`config.mk`:
```
export PLATFORM = sky130hd
export DESIGN_NAME = kf_engine
export DESIGN_NICKNAME = d
export VERILOG_FILES = /design/src/rtl/kf_engine.sv
export SDC_FILE = /design/constraint.sdc
export NUM_CORES = 2
export LEC_CHECK = 0
export ABC_AREA = 1
export BUFFER_PORTS_ARGS = -buffer_cell sky130_fd_sc_hd__clkbuf_2
export CORE_UTILIZATION = 25
export CTS_BUF_LIST = sky130_fd_sc_hd__clkbuf_16
export CTS_CLUSTER_DIAMETER = 50
export DETAILED_ROUTE_END_ITERATION = 6
export PLACE_DENSITY = 0.51
export SLEW_MARGIN = 10
export SYNTH_ARGS = -nofsm -noshare
export SYNTH_HDL_FRONTEND = slang
export SYNTH_SLANG_ARGS = --single-unit
```
`constraint.sdc`:
```
create_clock -name clk -period 7 [get_ports clk]
set_input_delay 0.7 -clock clk [delete_from_list [all_inputs] [get_ports clk]]
set_output_delay 0.7 -clock clk [all_outputs]
set_load 0.02 [all_outputs]
```
`src/rtl/kf_engine.sv`:
```
// Microcoded fixed-point engine: loadable program memory, NR-entry register file, signed ALU, streaming in/out.
// Optional KF_SAT_EN: saturate out-of-range ADD/SUB/MUL results and raise a sticky sat_flag.
module kf_engine #(
    parameter int unsigned W     = 24,
    parameter int unsigned FRAC  = 14,
    parameter int unsigned NR    = 16,
    parameter int unsigned ADDRW = 4,
    parameter int unsigned PW    = 6
) (
    input  logic                  clk,
    input  logic                  rst,
    input  logic                  start,
    input  logic                  prog_we,
    input  logic [PW-1:0]         prog_waddr,
    input  logic [4+3*ADDRW-1:0]  prog_wdata,
    input  logic [W-1:0]          in_data,
    input  logic                  in_valid,
    output logic                  in_ready,
    output logic [W-1:0]          out_data,
    output logic                  out_valid,
    input  logic                  out_ready,
    output logic                  busy,
    output logic                  done,
    output logic                  sat_flag,
    output logic [PW-1:0]         pc_dbg
);
    localparam int unsigned IW    = 4 + 3 * ADDRW;
    localparam int unsigned DEPTH = 2 ** PW;
    localparam logic [3:0] OP_ADD  = 4'd1;
    localparam logic [3:0] OP_SUB  = 4'd2;
    localparam logic [3:0] OP_MUL  = 4'd3;
    localparam logic [3:0] OP_MOV  = 4'd4;
    localparam logic [3:0] OP_IN   = 4'd5;
    localparam logic [3:0] OP_OUT  = 4'd6;
    localparam logic [3:0] OP_HALT = 4'd7;

    typedef enum logic [2:0] {S_IDLE, S_FETCH, S_EXEC, S_MUL, S_IN_WAIT, S_OUT_WAIT} state_t;

    state_t              state_q, state_d;
    logic [PW-1:0]       pc_q, pc_d;
    logic [IW-1:0]       ir_q, ir_d;
    logic [W-1:0]        rf_q [NR];
    logic [W-1:0]        rf_d [NR];
    logic [2*W-1:0]      prod_q, prod_d;
    logic [W-1:0]        out_data_q, out_data_d;
    logic                out_valid_q, out_valid_d;
    logic                in_ready_q, in_ready_d;
    logic                busy_q, busy_d;
    logic                done_q, done_d;
    logic                sat_q, sat_d;
    logic [IW-1:0]       mem_q [DEPTH];
    logic                mem_we_c;

    logic [3:0]          op;
    logic [ADDRW-1:0]    dst, src_a, src_b;
    logic [W-1:0]        a_val, b_val;
    logic [W:0]          sum_w;
    logic [2*W-1:0]      prod_full, shifted;
    logic [W-1:0]        add_res, mul_res;
    logic                add_ovf, mul_ovf;
    logic                we_c;
    logic [W-1:0]        wd_c;

    assign op    = ir_q[IW-1 -: 4];
    assign dst   = ir_q[3*ADDRW-1 -: ADDRW];
    assign src_a = ir_q[2*ADDRW-1 -: ADDRW];
    assign src_b = ir_q[ADDRW-1:0];

    // Register-file read: r0 and unimplemented addresses read as zero
    always_comb begin
        a_val = '0;
        b_val = '0;
        for (int unsigned i = 1; i < NR; i++) begin
            if (src_a == ADDRW'(i)) a_val = rf_q[i];
            if (src_b == ADDRW'(i)) b_val = rf_q[i];
        end
    end

    assign sum_w     = (op == OP_SUB) ? ({a_val[W-1], a_val} - {b_val[W-1], b_val})
                                      : ({a_val[W-1], a_val} + {b_val[W-1], b_val});
    assign prod_full = $signed({{W{a_val[W-1]}}, a_val}) * $signed({{W{b_val[W-1]}}, b_val});
    assign shifted   = $signed(prod_q) >>> FRAC;

`ifdef KF_SAT_EN
    localparam logic [W-1:0] S_MAX = {1'b0, {(W-1){1'b1}}};
    localparam logic [W-1:0] S_MIN = {1'b1, {(W-1){1'b0}}};
    assign add_ovf = sum_w[W] ^ sum_w[W-1];
    assign add_res = add_ovf ? (sum_w[W] ? S_MIN : S_MAX) : sum_w[W-1:0];
    assign mul_ovf = (|shifted[2*W-1:W-1]) && !(&shifted[2*W-1:W-1]);
    assign mul_res = mul_ovf ? (shifted[2*W-1] ? S_MIN : S_MAX) : shifted[W-1:0];
`else
    assign add_ovf = 1'b0;
    assign add_res = sum_w[W-1:0];
    assign mul_ovf = 1'b0;
    assign mul_res = shifted[W-1:0];
`endif

    // Sequencer: next state, writeback and handshake outputs
    always_comb begin
        state_d     = state_q;
        pc_d        = pc_q;
        ir_d        = ir_q;
        prod_d      = prod_q;
        out_data_d  = out_data_q;
        out_valid_d = out_valid_q;
        in_ready_d  = in_ready_q;
        done_d      = 1'b0;
        sat_d       = sat_q;
        mem_we_c    = 1'b0;
        we_c        = 1'b0;
        wd_c        = '0;
        case (state_q)
            S_IDLE: begin
                mem_we_c = prog_we;
                if (start) begin
                    state_d = S_FETCH;
                    pc_d    = '0;
                    sat_d   = 1'b0;
                end
            end
            S_FETCH: begin
                ir_d    = mem_q[pc_q];
                state_d = S_EXEC;
            end
            S_EXEC: begin
                case (op)
                    OP_ADD, OP_SUB: begin
                        we_c    = 1'b1;
                        wd_c    = add_res;
                        sat_d   = sat_q | add_ovf;
                        pc_d    = pc_q + PW'(1);
                        state_d = S_FETCH;
                    end
                    OP_MOV: begin
                        we_c    = 1'b1;
                        wd_c    = a_val;
                        pc_d    = pc_q + PW'(1);
                        state_d = S_FETCH;
                    end
                    OP_MUL: begin
                        prod_d  = prod_full;
                        state_d = S_MUL;
                    end
                    OP_IN: begin
                        in_ready_d = 1'b1;
                        state_d    = S_IN_WAIT;
                    end
                    OP_OUT: begin
                        out_data_d  = a_val;
                        out_valid_d = 1'b1;
                        state_d     = S_OUT_WAIT;
                    end
                    OP_HALT: begin
                        done_d  = 1'b1;
                        state_d = S_IDLE;
                    end
                    default: begin
                        pc_d    = pc_q + PW'(1);
                        state_d = S_FETCH;
                    end
                endcase
            end
            S_MUL: begin
                we_c    = 1'b1;
                wd_c    = mul_res;
                sat_d   = sat_q | mul_ovf;
                pc_d    = pc_q + PW'(1);
                state_d = S_FETCH;
            end
            S_IN_WAIT: begin
                if (in_valid) begin
                    we_c       = 1'b1;
                    wd_c       = in_data;
                    in_ready_d = 1'b0;
                    pc_d       = pc_q + PW'(1);
                    state_d    = S_FETCH;
                end
            end
            S_OUT_WAIT: begin
                if (out_ready) begin
                    out_valid_d = 1'b0;
                    pc_d        = pc_q + PW'(1);
                    state_d     = S_FETCH;
                end
            end
            default: state_d = S_IDLE;
        endcase
        busy_d = (state_d != S_IDLE);
    end

    // Register-file writeback: r0 stays zero
    always_comb begin
        rf_d[0] = '0;
        for (int unsigned i = 1; i < NR; i++) begin
            rf_d[i] = (we_c && dst == ADDRW'(i)) ? wd_c : rf_q[i];
        end
    end

    always_ff @(posedge clk) begin
        if (rst) begin
            state_q     <= S_IDLE;
            pc_q        <= '0;
            ir_q        <= '0;
            prod_q      <= '0;
            out_data_q  <= '0;
            out_valid_q <= 1'b0;
            in_ready_q  <= 1'b0;
            busy_q      <= 1'b0;
            done_q      <= 1'b0;
            sat_q       <= 1'b0;
            for (int unsigned i = 0; i < NR; i++) rf_q[i] <= '0;
        end else begin
            state_q     <= state_d;
            pc_q        <= pc_d;
            ir_q        <= ir_d;
            prod_q      <= prod_d;
            out_data_q  <= out_data_d;
            out_valid_q <= out_valid_d;
            in_ready_q  <= in_ready_d;
            busy_q      <= busy_d;
            done_q      <= done_d;
            sat_q       <= sat_d;
            for (int unsigned i = 0; i < NR; i++) rf_q[i] <= rf_d[i];
        end
    end

    // Program memory is deliberately not reset
    always_ff @(posedge clk) begin
        if (mem_we_c) mem_q[prog_waddr] <= prog_wdata;
    end

    assign in_ready  = in_ready_q;
    assign out_data  = out_data_q;
    assign out_valid = out_valid_q;
    assign busy      = busy_q;
    assign done      = done_q;
    assign sat_flag  = sat_q;
    assign pc_dbg    = pc_q;
endmodule

```
Yosys cells after proc, flatten, opt, wreduce, memory -nomap -nowiden
Memories as Yosys holds them, arrays and structs flattened. A register that Yosys moved wholly into a read port is not among the register bits.
Cells that the tools add are included.
Widths: inputs -> output; s select.
{"block": "op_classes", "n_addsub": 3, "mul": 1, "n_eq_ne": 63, "n_mux": 91, "bitwise_logic": 17, "n_reduce_logical": 29}
{"op": "$mux 24", "count": 63}
{"op": "$eq 4x4->1 const B", "count": 24}
{"op": "$pmux 24 s3", "count": 1}
{"op": "$eq 4x3->1 const B", "count": 16}
{"op": "$pmux 24 s2", "count": 1}
{"op": "$mul 24x24->38", "count": 1}
{"op": "$eq 4x2->1 const B", "count": 8}
{"op": "$pmux 6 s5", "count": 1}
{"op": "$add 24x24->24", "count": 1}
{"op": "$mux 6", "count": 4}
{"op": "$sub 24x24->24", "count": 1}
{"op": "$pmux 3 s6", "count": 1}
{"op": "$eq 4x1->1 const B", "count": 4}
{"op": "$or 1x1->1", "count": 16}
{"op": "$logic_and 1x1->1", "count": 15}
{"op": "$mux 1", "count": 13}
{"op": "$ne 2x2->1 const B", "count": 6}
{"op": "$pmux 3 s4", "count": 1}
{"op": "$mux 3", "count": 3}
{"op": "$add 6x1->6 const B", "count": 1}
{"op": "$eq 3x2->1 const B", "count": 2}
{"op": "$eq 3x3->1 const B", "count": 2}
{"op": "$reduce_and 3->1", "count": 2}
{"op": "$reduce_and 5->1", "count": 1}
{"op": "other kinds (12)", "count": 16}
{"block": "word_totals", "ff_bits": 75, "ram_bits": 1408, "input_bits": 52, "output_inout_bits": 35, "wordCells": 214, "memories": 2}
{"name": "mem_q", "words": 64, "word_bits": 16, "read_ports": 1, "rd_clocked_by_memory_dff": 1, "wr": 1, "line": "51", "source": "logic [IW-1:0] mem_q [DEPTH];"}
{"name": "rf_q", "words": 16, "word_bits": 24, "read_ports": 15, "rd_clocked_by_memory_dff": 0, "wr": 16, "line": "42", "source": "logic [W-1:0] rf_q [NR];"}

Depth between registers and ports, before layout
{"block": "logic_depth", "word_depth": 22, "mapped_depth": 46, "depth_no_buf": 44}

Worst setup path after synthesis
No wires, ideal clock.
{"block": "synth_timing", "path_kind": "reg-to-reg", "start": "register ir_q[6] (read register of mem_q)", "end": "register prod_q[33]", "arrival_ns": 7.484, "required_time_ns": 6.872, "path_slack_ns": -0.612, "stages_incl_launch_ff": 44, "n_path_buf": 2, "period_less_slack_ns": 7.612, "cell_sequence": "dfxtp_1 nor2_1 buf_2 nand2_1 o22ai_1 a21oi_1 o221ai_1 a21oi_1 o21ai_0 a21oi_1 o21ai_0 a21oi_1 o21ai_0 a21oi_1 nand4_1 inv_1 clkbuf_1 nor2_1 (+8 left out) fa_1 fa_1 inv_1 fa_1 inv_1 ha_1 nand2_1 inv_1 nand2_1 nor3_1 nand3_1 o21ai_2 nand2_1 nand2_1 nand3_1 nand2_1 xnor2_1 a21oi_1"}
{"block": "synth_via", "elab_chain_len": 17, "elab_cells_between_ends": 31, "cone_classes": "mul (1); eq/ne (15); mux (15)"}
{"item": "from (decl)", "line": "41", "source": "logic [IW-1:0] ir_q, ir_d;"}
{"item": "$eq 4x1->1", "line": "74", "source": "if (src_a == ADDRW'(i)) a_val = rf_q[i];"}
{"item": "$mux 24 (14 in series)", "line": "74"}
{"item": "$mux 24 *", "line": "74"}
{"item": "$mul 24x24->38 *", "line": "81", "source": "assign prod_full = $signed({{W{a_val[W-1]}}, a_val}) * $signed({{W{b_val[W-1]}}, b_val});"}
{"item": "to (signal assigned)", "line": "216", "source": "prod_q <= prod_d;"}
{"item": "to (decl)", "line": "44", "source": "logic [2*W-1:0] prod_q, prod_d;"}
Mark *: on every way between the ends. The rest lies on a longest branch, timed or not.
A chain may end at the register's enable or synchronous reset.

Worst setup path in the final report
{"block": "layout_timing", "start": "register ir_q[5] (read register of mem_q)", "end": "register prod_q[37]"}
The elaborated chain is that of the path after synthesis.

==> results.toml <==
[outcome]
status = "finished with violations"
violations = "setup timing"

[synth]
synth-simple-area-share_pct = 17.2
synth.distinct_cells = 60
synth_top_family_by_area = "simple AND/OR/NAND/NOR gates"
syn_nets = 9815
muxShareOfSynthArea_pct = 0
yosys_warnings = 0
ys_ff_latch = 1461
synthCells = 9132
synth_edf_count = 1024
synthAdderAreaFrac_pct = 14.0
synth_compound_area_share_pct = 11.6
synth_xor_area_share_pct = 0.518
syn_area_per_cell_sq_um = 9.05
syn_area_sq_um = 82600
synth_top_flop_cell = "edfxtp_1"
async_flop_share_pct = 0
seq_area_frac_synth_pct = 47.8

[cells_and_area]
postLayoutCellArea_sq_um = 104000
area_growth_syn_to_layout_pct = 26.3
drive_above_1_share_pct = 19.6
layout_commonest_cell = "inv_1"
n_fill_cell = 34300
finalCoreUtilization_pct = 31.8
final_cell_mix = "inv_1, nand2_1, nor2_1, edfxtp_1, buf_4"
nNetsFinal = 10600

[placement]
io_buffers = 85
gp_congestion = 0.928
placed_area_sq_um = 94800
dp_hpwl_um = 210000

[global_route]
grt_antenna_before_repair = 1
grt_max_degree = 182
gr-usage-all-layers_pct = 17.7
grt_pass1_wl_um = 444000
gr-total-overflow = 0
grt_pass1_vias = 65300

[drt]
drt-total-wl_um = 302000
post-route-drc-count = 0
drtPass1Iterations = 6
antenna_left = 0
drt-initial-drc-count = 6088
viasPerCell = 4.71
via_count = 67900
routedWlPerCell_um = 21.0

[timing]
fmax_ghz = 0.124
tightest_slew_ns = 1.19
grt_setup_unrepaired = "true"
slew_headroom_pct = 20.4
period_share_pct = 115
slew_viol_final = 0
hold_violations = 0
period_needed_ns = 8.08
setup_viol_count_final = 24
fin_skew_ns = 0.0819
layout_setup_ws_ns = -1.08

[clock_tree]
numCtsBuffers = 196
root_buffer = "clkbuf_16"
clock_path_buffers = 4
insertion_delay_ns = 0.90
h-tree-depth = 4
cts_tree = "built"
clock_sinks = 1461
cts.clk_slew.worst_paths_ns = 0.06
cts-hold-fix-buffers = 0

[worst_setup_path]
worst_setup_path_start_kind = "flip-flop"
worstSetupPathType = "reg2reg"
reg2reg_depth = 37
ff2ff_setup_slack_ns = -1.08
crit_start = "ir_q[5]$_SDFFE_PP0P_"
critPathCapture = "prod_q[37]$_SDFFE_PP0P_"
slowest_stage = "fa_1"
crit_fanout = 8
worst_r2r_endpoint = "prod_q[37]$_SDFFE_PP0P_"
cp_common_cell = "nand2_1"
critPathArrivalTime_ns = 8.77
worstReg2RegStart = "ir_q[5]$_SDFFE_PP0P_"
critPathCaptureType = "flip-flop"
required_ns = 7.69
cpPeakStageDelay_ns = 0.60

[floorplanning]
placementRows = 210
start_util_pct = 25.2
dieArea_sq_um = 333000
die_x_um = 577
pin_count = 87
core_sq_um = 328000
die_y_um = 577

[power_and_ir_drop]
powerDensity_nw_per_um2 = 210
power_switching_mw = 5.84
power_frac_seq_pct = 42.5
p_int_mw = 16.1
netSwitchingFraction_pct = 26.6
power_frac_comb_pct = 11.1
pwr-share-clk_pct = 46.4
vdd_drop_max_mv = 0.199
leakagePower_nw = 42.0

[min_path]
min_path_type = "in2reg"

[run]
maxCapViolCount = 0
stage by stage:
stage | hold WS (ns) | worst slack, ns | power, mW | instances | TNS, ns
2_1_floorplan | 0.465 | -0.136 | 10.8 | 9132 | -0.386
3_3_place_gp | 0.482 | -1.63 | 11.8 | 14000 | -31.96
3_5_place_dp | 0.483 | -1.63 | 11.8 | 14000 | -32.79
4_1_cts | 0.179 | -1.00 | 22.0 | 14400 | -19.56
5_1_grt | 0.224 | -1.36 | 22.6 | 14400 | -26.69
6_report | 0.227 | -1.08 | 22.0 | 14400 | -19.71
critical path, delay by kind of cell (launching register included):
| kind | cells | cell delay [ns] |
|---|---|---|
| buffers and inverters | 9 | 1.15 |
| adders and majority gates | 8 | 4.05 |
| and+or+nand+nor | 19 | 2.28 |
| DFF | 1 | 0.38 |
| AOI/OAI and AO/OA | 1 | 0.06 |
registers in the layout (all words and copies together) (netlist names):
name,count
out_valid,1
rf_q,360
mem_q,1024
ir_q,16
in_ready,1
prod_q,24
busy,1
done,1
state_q,3
pc_dbg,6
out_data,24
power by group through the flow:
stage               Combinational, mW  Sequential [mW]  Clock (mW)
floorplan                        1.29             9.49           0
global placement                 2.31             9.51           0
detailed placement               2.31             9.51           0
CTS                              2.37             9.33        10.4
global route                     2.65             9.33        10.7
finish                           2.45             9.33        10.2
synth_stat cells, types with 4 or more instances:
master	number	area, sq um
o21bai_1	10	75.1
o211ai_1	135	1010
o221ai_1	119	1040
buf_1	39	146
dfxtp_1	437	8750
nor2_4	5	56.3
clkinv_1	14	52.6
xor2_1	39	342
o2111ai_1	13	114
nand2_4	6	67.6
buf_4	10	75.1
edfxtp_1	1024	30700
a21o_1	5	37.5
nor3_2	6	60.1
nor2_1	1346	5050
inv_1	1349	5060
nand3b_1	8	60.1
nand3_2	14	140
a211oi_1	6	45.0
a21oi_1	376	1880
nor2_2	18	113
o21ai_0	782	3910
o22ai_1	184	1150
ha_1	144	1800
buf_2	49	245
nor4_1	7	43.8
clkbuf_1	422	1580
a32o_1	6	60.1
fa_1	487	9750
o21ai_1	10	50.1
inv_2	22	82.6
buf_6	4	45.0
nor3_1	19	95.1
nand4_1	146	913
nand2_2	18	113
o21a_1	10	75.1
nand2_1	1326	4980
xnor2_1	8	70.1
or2_2	10	62.6
nand3_1	463	2320
a31oi_1	8	50.1
cell families (layout without fill, tap and decap cells):
kind of cell,count (synthesis),in the layout
other,1,2
AND/OR/NAND/NOR,3405,3405
adder cells (fa/ha/maj),631,631
flip-flops,1461,1461
XOR/XNOR,48,48
AO/OA/AOI/OAI,1675,1675
buffers and inverters,1911,2845
final cells by class:
cell class,instances,area [sq um],area share (%)
flip-flops and latches,1461,39500,37.9
inverters,1386,5320,5.10
well taps,4346,5440,5.21
repair buffers,1098,9650,9.25
clock inverters,162,1590,1.52
multi-input cells,5760,37800,36.3
diodes,1,2.50,0.00240
clock buffers,199,4980,4.77
what timing repair did:
action / CTS / global route
buffers inserted: 40 / 49
gates cloned: 1 / 2
pin swaps: 115 / 193
gates resized for setup: 312 / 258
setup endpoints to repair: 24 / 61
how the worst min path moves through the flow:
stage,startpoint,end,cells after the start
finish,out_ready,out_valid$_SDFFE_PP0P_,4
floorplan,rf_q[0][200]$_SDFFE_PP0P_,rf_q[0][200]$_SDFFE_PP0P_,2
global placement,out_data[12]$_SDFFE_PP0P_,out_data[12]$_SDFFE_PP0P_,2
CTS,out_ready,out_valid$_SDFFE_PP0P_,4
global route,out_ready,out_valid$_SDFFE_PP0P_,4
detailed placement,rf_q[0][188]$_SDFFE_PP0P_,rf_q[0][188]$_SDFFE_PP0P_,2
metal layers:
layer	vias to the layer above	GRT usage, %	routed length [um]
li1	31700	-	-
met1	33600	24.1	131000
met2	2177	29.3	142000
met3	422	2.23	19200
met4	2	5.16	9300
met5	-	0	14
Note: power is estimated with default switching activity, not from simulation.
